==> src/rtl/countdown_if.sv <==
// Countdown core control/display bundle.
//   load        : one-cycle pulse, capture load_bcd as the new preset
//   load_bcd    : preset {mm_t, mm_o, ss_t, ss_o}, 4-bit BCD each
//   start_stop  : one-cycle pulse, toggle run/pause
//   clear       : one-cycle pulse, return to idle
//   bcd         : code of the currently scanned digit (11 = dash)
//   an          : active-low one-hot digit enable, an[0] = ss_o, an[3] = mm_t
//   running     : high only while counting down
//   done        : high only after reaching 00:00
// master drives the controls; slave is the core.
interface countdown_if;
  logic        load;
  logic [15:0] load_bcd;
  logic        start_stop;
  logic        clear;
  logic [3:0]  bcd;
  logic [3:0]  an;
  logic        running;
  logic        done;

  modport master (
    output load, load_bcd, start_stop, clear,
    input  bcd, an, running, done
  );

  modport slave (
    input  load, load_bcd, start_stop, clear,
    output bcd, an, running, done
  );
endinterface

==> src/rtl/countdown_core.sv <==
// MM:SS countdown timer with a multiplexed 4-digit BCD display driver.
//   clk   : system clock, all state changes on the rising edge
//   rst_n : asynchronous active-low reset
//   bus   : countdown_if.slave (load/load_bcd/start_stop/clear in,
//           bcd/an/running/done out, all outputs registered)
// TICK_DIV clock cycles make one countdown second; SCAN_DIV cycles per digit slot.
module countdown_core #(
  parameter int unsigned TICK_DIV = 100000000,
  parameter int unsigned SCAN_DIV = 100000
) (
  input logic       clk,
  input logic       rst_n,
  countdown_if.slave bus
);

  localparam int unsigned TickW = (TICK_DIV > 1) ? $clog2(TICK_DIV) : 1;
  localparam int unsigned ScanW = (SCAN_DIV > 1) ? $clog2(SCAN_DIV) : 1;
  localparam logic [TickW-1:0] TickMax = TickW'(TICK_DIV - 1);
  localparam logic [ScanW-1:0] ScanMax = ScanW'(SCAN_DIV - 1);
  localparam logic [3:0] DashCode = 4'd11;

  typedef enum logic [1:0] {StIdle, StPaused, StRun, StDone} state_e;

  state_e           state_q, state_d;
  logic [15:0]      digits_q, digits_d;
  logic [TickW-1:0] tick_q, tick_d;
  logic [ScanW-1:0] scan_q, scan_d;
  logic [1:0]       idx_q, idx_d;
  logic [3:0]       an_q, an_d;
  logic [3:0]       bcd_q, bcd_d;
  logic             running_q, running_d;
  logic             done_q, done_d;

  logic             preset_ok;
  logic [15:0]      dec_val;

  // One-second decrement with BCD borrow chain: ss_o 0-9, ss_t 0-5, mm_o 0-9, mm_t 0-9.
  function automatic logic [15:0] dec_time(input logic [15:0] t);
    logic [3:0] ss_o, ss_t, mm_o, mm_t;
    ss_o = t[3:0];
    ss_t = t[7:4];
    mm_o = t[11:8];
    mm_t = t[15:12];
    if (ss_o != 4'd0) begin
      ss_o = ss_o - 4'd1;
    end else begin
      ss_o = 4'd9;
      if (ss_t != 4'd0) begin
        ss_t = ss_t - 4'd1;
      end else begin
        ss_t = 4'd5;
        if (mm_o != 4'd0) begin
          mm_o = mm_o - 4'd1;
        end else begin
          mm_o = 4'd9;
          mm_t = mm_t - 4'd1;
        end
      end
    end
    return {mm_t, mm_o, ss_t, ss_o};
  endfunction

  assign preset_ok = (bus.load_bcd[15:12] <= 4'd9) && (bus.load_bcd[11:8] <= 4'd9) &&
                     (bus.load_bcd[7:4] <= 4'd5) && (bus.load_bcd[3:0] <= 4'd9);
  assign dec_val   = dec_time(digits_q);

  // Time-keeping FSM. An invalid load still consumes the cycle: nothing changes,
  // not even the run-time tick counter, and any start_stop alongside it is dropped.
  always_comb begin
    state_d  = state_q;
    digits_d = digits_q;
    tick_d   = tick_q;
    if (bus.clear) begin
      state_d  = StIdle;
      digits_d = 16'h0000;
      tick_d   = '0;
    end else if (bus.load) begin
      if (preset_ok) begin
        state_d  = StPaused;
        digits_d = bus.load_bcd;
        tick_d   = '0;
      end
    end else begin
      unique case (state_q)
        StPaused: begin
          if (bus.start_stop && (digits_q != 16'h0000)) state_d = StRun;
        end
        StRun: begin
          if (bus.start_stop) begin
            state_d = StPaused;
          end else if (tick_q == TickMax) begin
            tick_d   = '0;
            digits_d = dec_val;
            if (dec_val == 16'h0000) state_d = StDone;
          end else begin
            tick_d = tick_q + TickW'(1);
          end
        end
        default: ;
      endcase
    end
  end

  // Display scan and registered outputs. an and bcd are both computed from the
  // next-state index/digits so the pair always updates on the same edge.
  always_comb begin
    scan_d = scan_q + ScanW'(1);
    idx_d  = idx_q;
    if (scan_q == ScanMax) begin
      scan_d = '0;
      idx_d  = idx_q + 2'd1;
    end
    an_d      = ~(4'b0001 << idx_d);
    bcd_d     = (state_d == StIdle) ? DashCode : digits_d[{idx_d, 2'b00} +: 4];
    running_d = (state_d == StRun);
    done_d    = (state_d == StDone);
  end

  always_ff @(posedge clk or negedge rst_n) begin
    if (!rst_n) begin
      state_q   <= StIdle;
      digits_q  <= 16'h0000;
      tick_q    <= '0;
      scan_q    <= '0;
      idx_q     <= 2'd0;
      an_q      <= 4'b1110;
      bcd_q     <= DashCode;
      running_q <= 1'b0;
      done_q    <= 1'b0;
    end else begin
      state_q   <= state_d;
      digits_q  <= digits_d;
      tick_q    <= tick_d;
      scan_q    <= scan_d;
      idx_q     <= idx_d;
      an_q      <= an_d;
      bcd_q     <= bcd_d;
      running_q <= running_d;
      done_q    <= done_d;
    end
  end

  assign bus.an      = an_q;
  assign bus.bcd     = bcd_q;
  assign bus.running = running_q;
  assign bus.done    = done_q;

endmodule
==> src/flat_wrapper.sv <==
// flat-port wrapper written by rule: the top's interface ports become plain ports
module countdown_core_flat 
#(
  parameter int unsigned TICK_DIV = 100000000,
  parameter int unsigned SCAN_DIV = 100000
)
  (clk, rst_n, bus_load, bus_load_bcd, bus_start_stop, bus_clear, bus_bcd, bus_an, bus_running, bus_done);
  countdown_if bus_i ();
  input logic clk;
  input logic rst_n;
  input wire logic [$bits(bus_i.load)-1:0] bus_load;
  input wire logic [$bits(bus_i.load_bcd)-1:0] bus_load_bcd;
  input wire logic [$bits(bus_i.start_stop)-1:0] bus_start_stop;
  input wire logic [$bits(bus_i.clear)-1:0] bus_clear;
  output wire logic [$bits(bus_i.bcd)-1:0] bus_bcd;
  output wire logic [$bits(bus_i.an)-1:0] bus_an;
  output wire logic [$bits(bus_i.running)-1:0] bus_running;
  output wire logic [$bits(bus_i.done)-1:0] bus_done;
  assign bus_i.load = bus_load;
  assign bus_i.load_bcd = bus_load_bcd;
  assign bus_i.start_stop = bus_start_stop;
  assign bus_i.clear = bus_clear;
  assign bus_bcd = bus_i.bcd;
  assign bus_an = bus_i.an;
  assign bus_running = bus_i.running;
  assign bus_done = bus_i.done;
  countdown_core #(.TICK_DIV(TICK_DIV), .SCAN_DIV(SCAN_DIV)) u_core (.clk(clk), .rst_n(rst_n), .bus(bus_i));
endmodule
==> config.mk <==
export PLATFORM = sky130hd
export DESIGN_NAME = countdown_core_flat
export DESIGN_NICKNAME = d
export VERILOG_FILES = /design/src/rtl/countdown_if.sv /design/src/rtl/countdown_core.sv /design/src/flat_wrapper.sv
export SDC_FILE = /design/constraint.sdc
export NUM_CORES = 1
export LEC_CHECK = 0
export ABC_AREA = 0
export CAP_MARGIN = 20
export CORE_MARGIN = 2
export CORE_UTILIZATION = 55
export DETAILED_ROUTE_END_ITERATION = 16
export PLACE_DENSITY = 0.86
export SLEW_MARGIN = 10
export SYNTH_ARGS = -nofsm -noshare
export SYNTH_HDL_FRONTEND = slang
export SYNTH_SLANG_ARGS = --single-unit
export TNS_END_PERCENT = 5
==> constraint.sdc <==
create_clock -name clk -period 2.8 [get_ports clk]
set_input_delay 0.84 -clock clk [delete_from_list [all_inputs] [get_ports clk]]
set_output_delay 0.84 -clock clk [all_outputs]
set_load 0.05 [all_outputs]
# == Yosys cells after proc, flatten, opt, wreduce, memory -nomap -nowiden ==
# Index checks and enable logic that the tools add are counted.
# word_totals
regBits,74
input_bits,21
out_inout_bits,10
# classes
add_sub_neg,7
magnitude_cmp,4
eq_ne,8
shifts,2
muxes,32
n_bitwise,1
reduce_logical,12
# op_table
op,count
two-way mux 27 bit,6
two-way mux 16 bit,6
two-way mux 4 bit,10
"adder 27 x 1 -> 27 bit, second input constant",1
"equality test 27 bit, second input constant",1
"adder 17 x 1 -> 17 bit, second input constant",1
"equality test 17 bit, second input constant",1
two-way mux 17 bit,1
logical NOT 16 bit,1
two-way mux 2 bit,8
nonzero test 16 bit,1
variable part select 16 x 5 -> 4 bit,1
"subtractor 4 x 1 -> 4 bit, second input constant",4
"<= comparator 4 bit, second input constant",3
nonzero test 4 bit,3
"equality test 2 bit, second input constant",3
"<= comparator 4 x 3 -> 1 bit, second input constant",1
logical AND 1 bit,4
inverter 4 bit,1
case mux 2 bit (2 select lines),1
"<< shifter 1 x 2 -> 4 bit, first input constant",1
"!= test 3 x 1 -> 1 bit, second input constant",1
"!= test 3 x 2 -> 1 bit, second input constant",1
AND reduction 3 bit,1
4 further kinds,4

# == Depth between registers and ports, before layout ==
# logic_depth
depth_word,13
depth_mapped,10
depth_no_buf,9

# == Worst setup path after synthesis ==
# No wires, ideal clock.
# synth_timing
path_kind,input -> register
from,input bus_load_bcd[2]
to,register u_core.tick_q[13]
arrival_ns,2.445
slack_ns,0.220
path_stages,8
n_path_buf,1
path_cell_list,o21a_1 > nor4_4 > a211oi_2 > buf_2 > nor4_2 > a21oi_1 > o21ai_1 > o41ai_1
# synth_via
elab_chain_len,4
# synth_lines
item,line_no,text
from (decl),flat_wrapper.sv:12,input wire logic [$bits(bus_i.load_bcd)-1:0] bus_load_bcd;
<= comparator 4 bit,countdown_core.sv:64,(bus.load_bcd[7:4] <= 4'd5) && (bus.load_bcd[3:0] <= 4'd9);
logical AND 1 bit,countdown_core.sv:64,
!= test 3 x 1 -> 1 bit (no line),-,
AND reduction 3 bit (no line),-,
to (signal assigned),countdown_core.sv:133,tick_q <= tick_d;
to (decl),countdown_core.sv:26,"logic [TickW-1:0] tick_q, tick_d;"
# Every way passes these cells.
# A chain may end at the register's enable or synchronous reset.

# == Worst setup path after layout ==
# layout_timing
from,input bus_load_bcd[9]
to,register u_core.tick_q[5]
# layout_via
elab_chain_len,6
# layout_lines
item,line_no,text
<= comparator 4 bit,countdown_core.sv:63,assign preset_ok = (bus.load_bcd[15:12] <= 4'd9) && (bus.load_bcd[11:8] <= 4'd9) &&
logical AND 1 bit (2 in series),countdown_core.sv:63,
logical AND 1 bit,countdown_core.sv:64,
!= test 3 x 1 -> 1 bit (no line),-,
AND reduction 3 bit (no line),-,
# Every way passes these cells.

==> flow_summary.toml <==
[clock_tree]
cts-root-buf = "clkbuf_8"
cts_buffers = 9
cts_buffer_depth = 2
ctsHtreeMaxLevel = 3
clock_latency_ns = 0.36
cts_tree = "built"
clk_pin_slew_ns = 0.08
clock_sinks = 74

[floorplan]
die_area_um2 = 9350
start_util = 0.5723
pin_count = 31
die_h_um = 96.70
die_x_um = 96.70
rows = 33
core_area_um2 = 8258

[drt]
via_count = 4519
drc = 0
wl_per_cell_um = 18.25
drtIter0Drc = 539
firstDrtPassIters = 5
ant_nets = 0
wl_mm = 12.83
routed_via_density = 6.428

[power]
p_per_area_nw_per_um2 = 429.3
power_mw = 2.456
p_leak_nw = 2.447
ir_drop_mv = 0.2725

[final_layout]
layout.nets = 620
nFillCells = 630
antennaDiodeCount = 0
syn_to_final_growth_pct = 21.05
drive_above_1_share = 0.1990
final_area_um2 = 5720

[min_path]
whs_path_depth = 1
hp-class = "reg2reg"
hold_start = "u_core.scan_q[0]$_DFF_PN0_"

[run_status]
outcome = "finished with violations"
violations = "setup timing"

[setup_path]
start_kind = "input pin"
end_kind = "flop"
path_depth = 9
worstPathRequired_ns = 3.04
path_class = "in2reg"
reg2regPathDepth = 7
r2r-start = "u_core.digits_q[6]$_DFF_PN0_"
path_max_fanout = 7
cp_slowest_cell = "a211oi_2"
cpMostUsedCell = "nor2_1"
crit_chain = "clkdlybuf4s50_1, o21a_1, nor4_4, a211oi_2, buf_4, nor2_1, and3_1, xnor2_1, nor2_1"
crit_family = "compound AO/OA/AOI/OAI gates"
crit_buf_inv = 2
slowest_delay_ns = 0.67
arrival_ns = 3.09
cp-startpoint = "bus_load_bcd[9]"

[placement]
dp_hpwl_mm = 9.302
numPortBuffers = 30
place.gp.congestion = 0.9952
postPlaceCellArea_um2 = 5429

[sta]
max_freq_mhz = 350.8
final-setup-viol-count = 5
fin_crit_ns = 2.851
finalCritPeriodShare = 1.018
finalHoldViolCount = 0
worst_pin_slew_ns = 0.9379
worst_slack_ns = -0.05094
tns_ns = -0.1176
slew_violations = 0
maxSlewHeadroom = 0.3748
skew_ns = 0.01398
rsz0062_at_grt = "yes"

[logic_synthesis]
ys_async_sr_fraction = 1.000
yosysWarnings = 0
ys_seq_elements = 74
synth_edf_count = 0
synth_area_um2 = 4726
syn_nets = 542
yosys.area.top_type = "dfrtp_1"
synth_common_cells = "dfrtp_1, nor2_1, nand2_1"
synthFlopType = "dfrtp_1"
ys_seq_area_frac = 0.3934
synth_cells = 515
synth_cell_type_count = 77
synth_most_common_cell = "dfrtp_1"
postSynthAreaPerCell_um2 = 9.176
synth_top_area_share = 0.3601
netlist_top_cells_area = "dfrtp_1, nor2_1, nand2_1, dfstp_2, xor2_1"

[global_route]
grt_overflow = 0
grt_usage = 0.2747
antenna_found_initial = 0
grt_pass1_wl_mm = 21.04
grt_max_degree = 75
grt_pass1_vias = 4321

[run]
drv_cap = 0
## final timing paths
path	endpoint	slack, ns
worst min register to register	u_core.scan_q[0]$_DFF_PN0_	0.49
worst max-delay path	u_core.tick_q[5]$_DFFE_PN0P_	-0.05
worst max register to register	u_core.bus.bcd[0]$_DFF_PN1_	0.22
max in group asynchronous	u_core.scan_q[0]$_DFF_PN0_	1.57
min in group asynchronous	u_core.tick_q[9]$_DFFE_PN0P_	0.63
worst min-delay path	u_core.scan_q[0]$_DFF_PN0_	0.49
## report_power, final
part / switching, mW / internal (mW)
clock: 0.434 / 0.537
combinational: 0.211 / 0.155
sequential: 0.0310 / 1.09
total: 0.675 / 1.78
## routing by layer
| metal | part of all wire | global-route usage |
|---|---|---|
| met1 | 0.40 | 0.3570 |
| met3 | 0.083 | 0.06358 |
| met4 | 0.035 | 0.1094 |
| met5 | 0 | 0 |
| met2 | 0.48 | 0.4455 |
## stage by stage
stage | setup slack (ns) | std cells | hold slack, ns | utilization
finish | -0.05094 | 703 | 0.4946 | 0.6927
detailed placement | -0.3521 | 684 | 0.4763 | 0.6574
global route | -0.09303 | 703 | 0.5109 | 0.6927
floorplan | 0.2196 | 515 | 0.4447 | -
CTS | -0.004815 | 700 | 0.4964 | 0.6856
global placement | -0.3224 | 684 | 0.4662 | 0.6574
## area by class of cell
type | count | area (µm²) | area share
clock buffers | 10 | 137.6 | 0.02406
clock inverters | 6 | 95.09 | 0.01662
inverters | 20 | 75.07 | 0.01312
multi-input cells | 399 | 2681 | 0.4687
flip-flops and latches | 74 | 1859 | 0.3250
well taps | 105 | 131.4 | 0.02297
repair buffers | 89 | 740.7 | 0.1295
## repair_timing
item | in CTS | in global routing
pin swaps | 0 | 1
setup endpoints to repair | 2 | 13
buffers inserted | 0 | 3
resized for setup | 0 | 8
hold buffers | 0 | 0
## sequential cells by signal (all words and copies together) (netlist names)
name	flops
u_core.idx_q	2
u_core.bus.bcd	4
u_core.state_q	2
u_core.digits_q	16
u_core.tick_q	27
u_core.bus.running	1
u_core.scan_q	17
u_core.bus.an	4
u_core.bus.done	1
## placed cells by master (no fill, tap or decap), types with 17 or more instances in the layout
| cell type | Yosys | routed |
|---|---|---|
| dfrtp_1 | 68 | 68 |
| nand3_1 | 24 | 24 |
| nand4_1 | 20 | 20 |
| buf_4 | 0 | 60 |
| nand2_1 | 48 | 48 |
| xnor2_1 | 17 | 17 |
| inv_1 | 20 | 20 |
| xor2_1 | 18 | 18 |
| o21ai_0 | 23 | 23 |
| nor2_1 | 57 | 57 |
| clkdlybuf4s50_1 | 0 | 29 |
## worst reg2reg max path, stage by stage, from the launching register on
cell	delay (ns)
dfrtp_1	0.44
nor4_4	0.52
nand4_4	0.22
nor4_4	0.41
xnor2_1	0.17
a2111oi_1	0.44
o31ai_1	0.14
o2111ai_1	0.16
## cell families (layout without fill, tap and decap cells)
logic type               after synthesis  after routing  synth area share
AND/OR/NAND/NOR                      249            249            0.3119
AO/OA/AOI/OAI                        101            101            0.1493
flip-flops                            74             74            0.3934
buffers and inverters                 42            125           0.04686
XOR/XNOR                              35             35           0.06487
multiplexers                           8              8           0.01774
adder cells (fa/ha/maj)                6              6           0.01589
(Power assumes the default switching activity.)
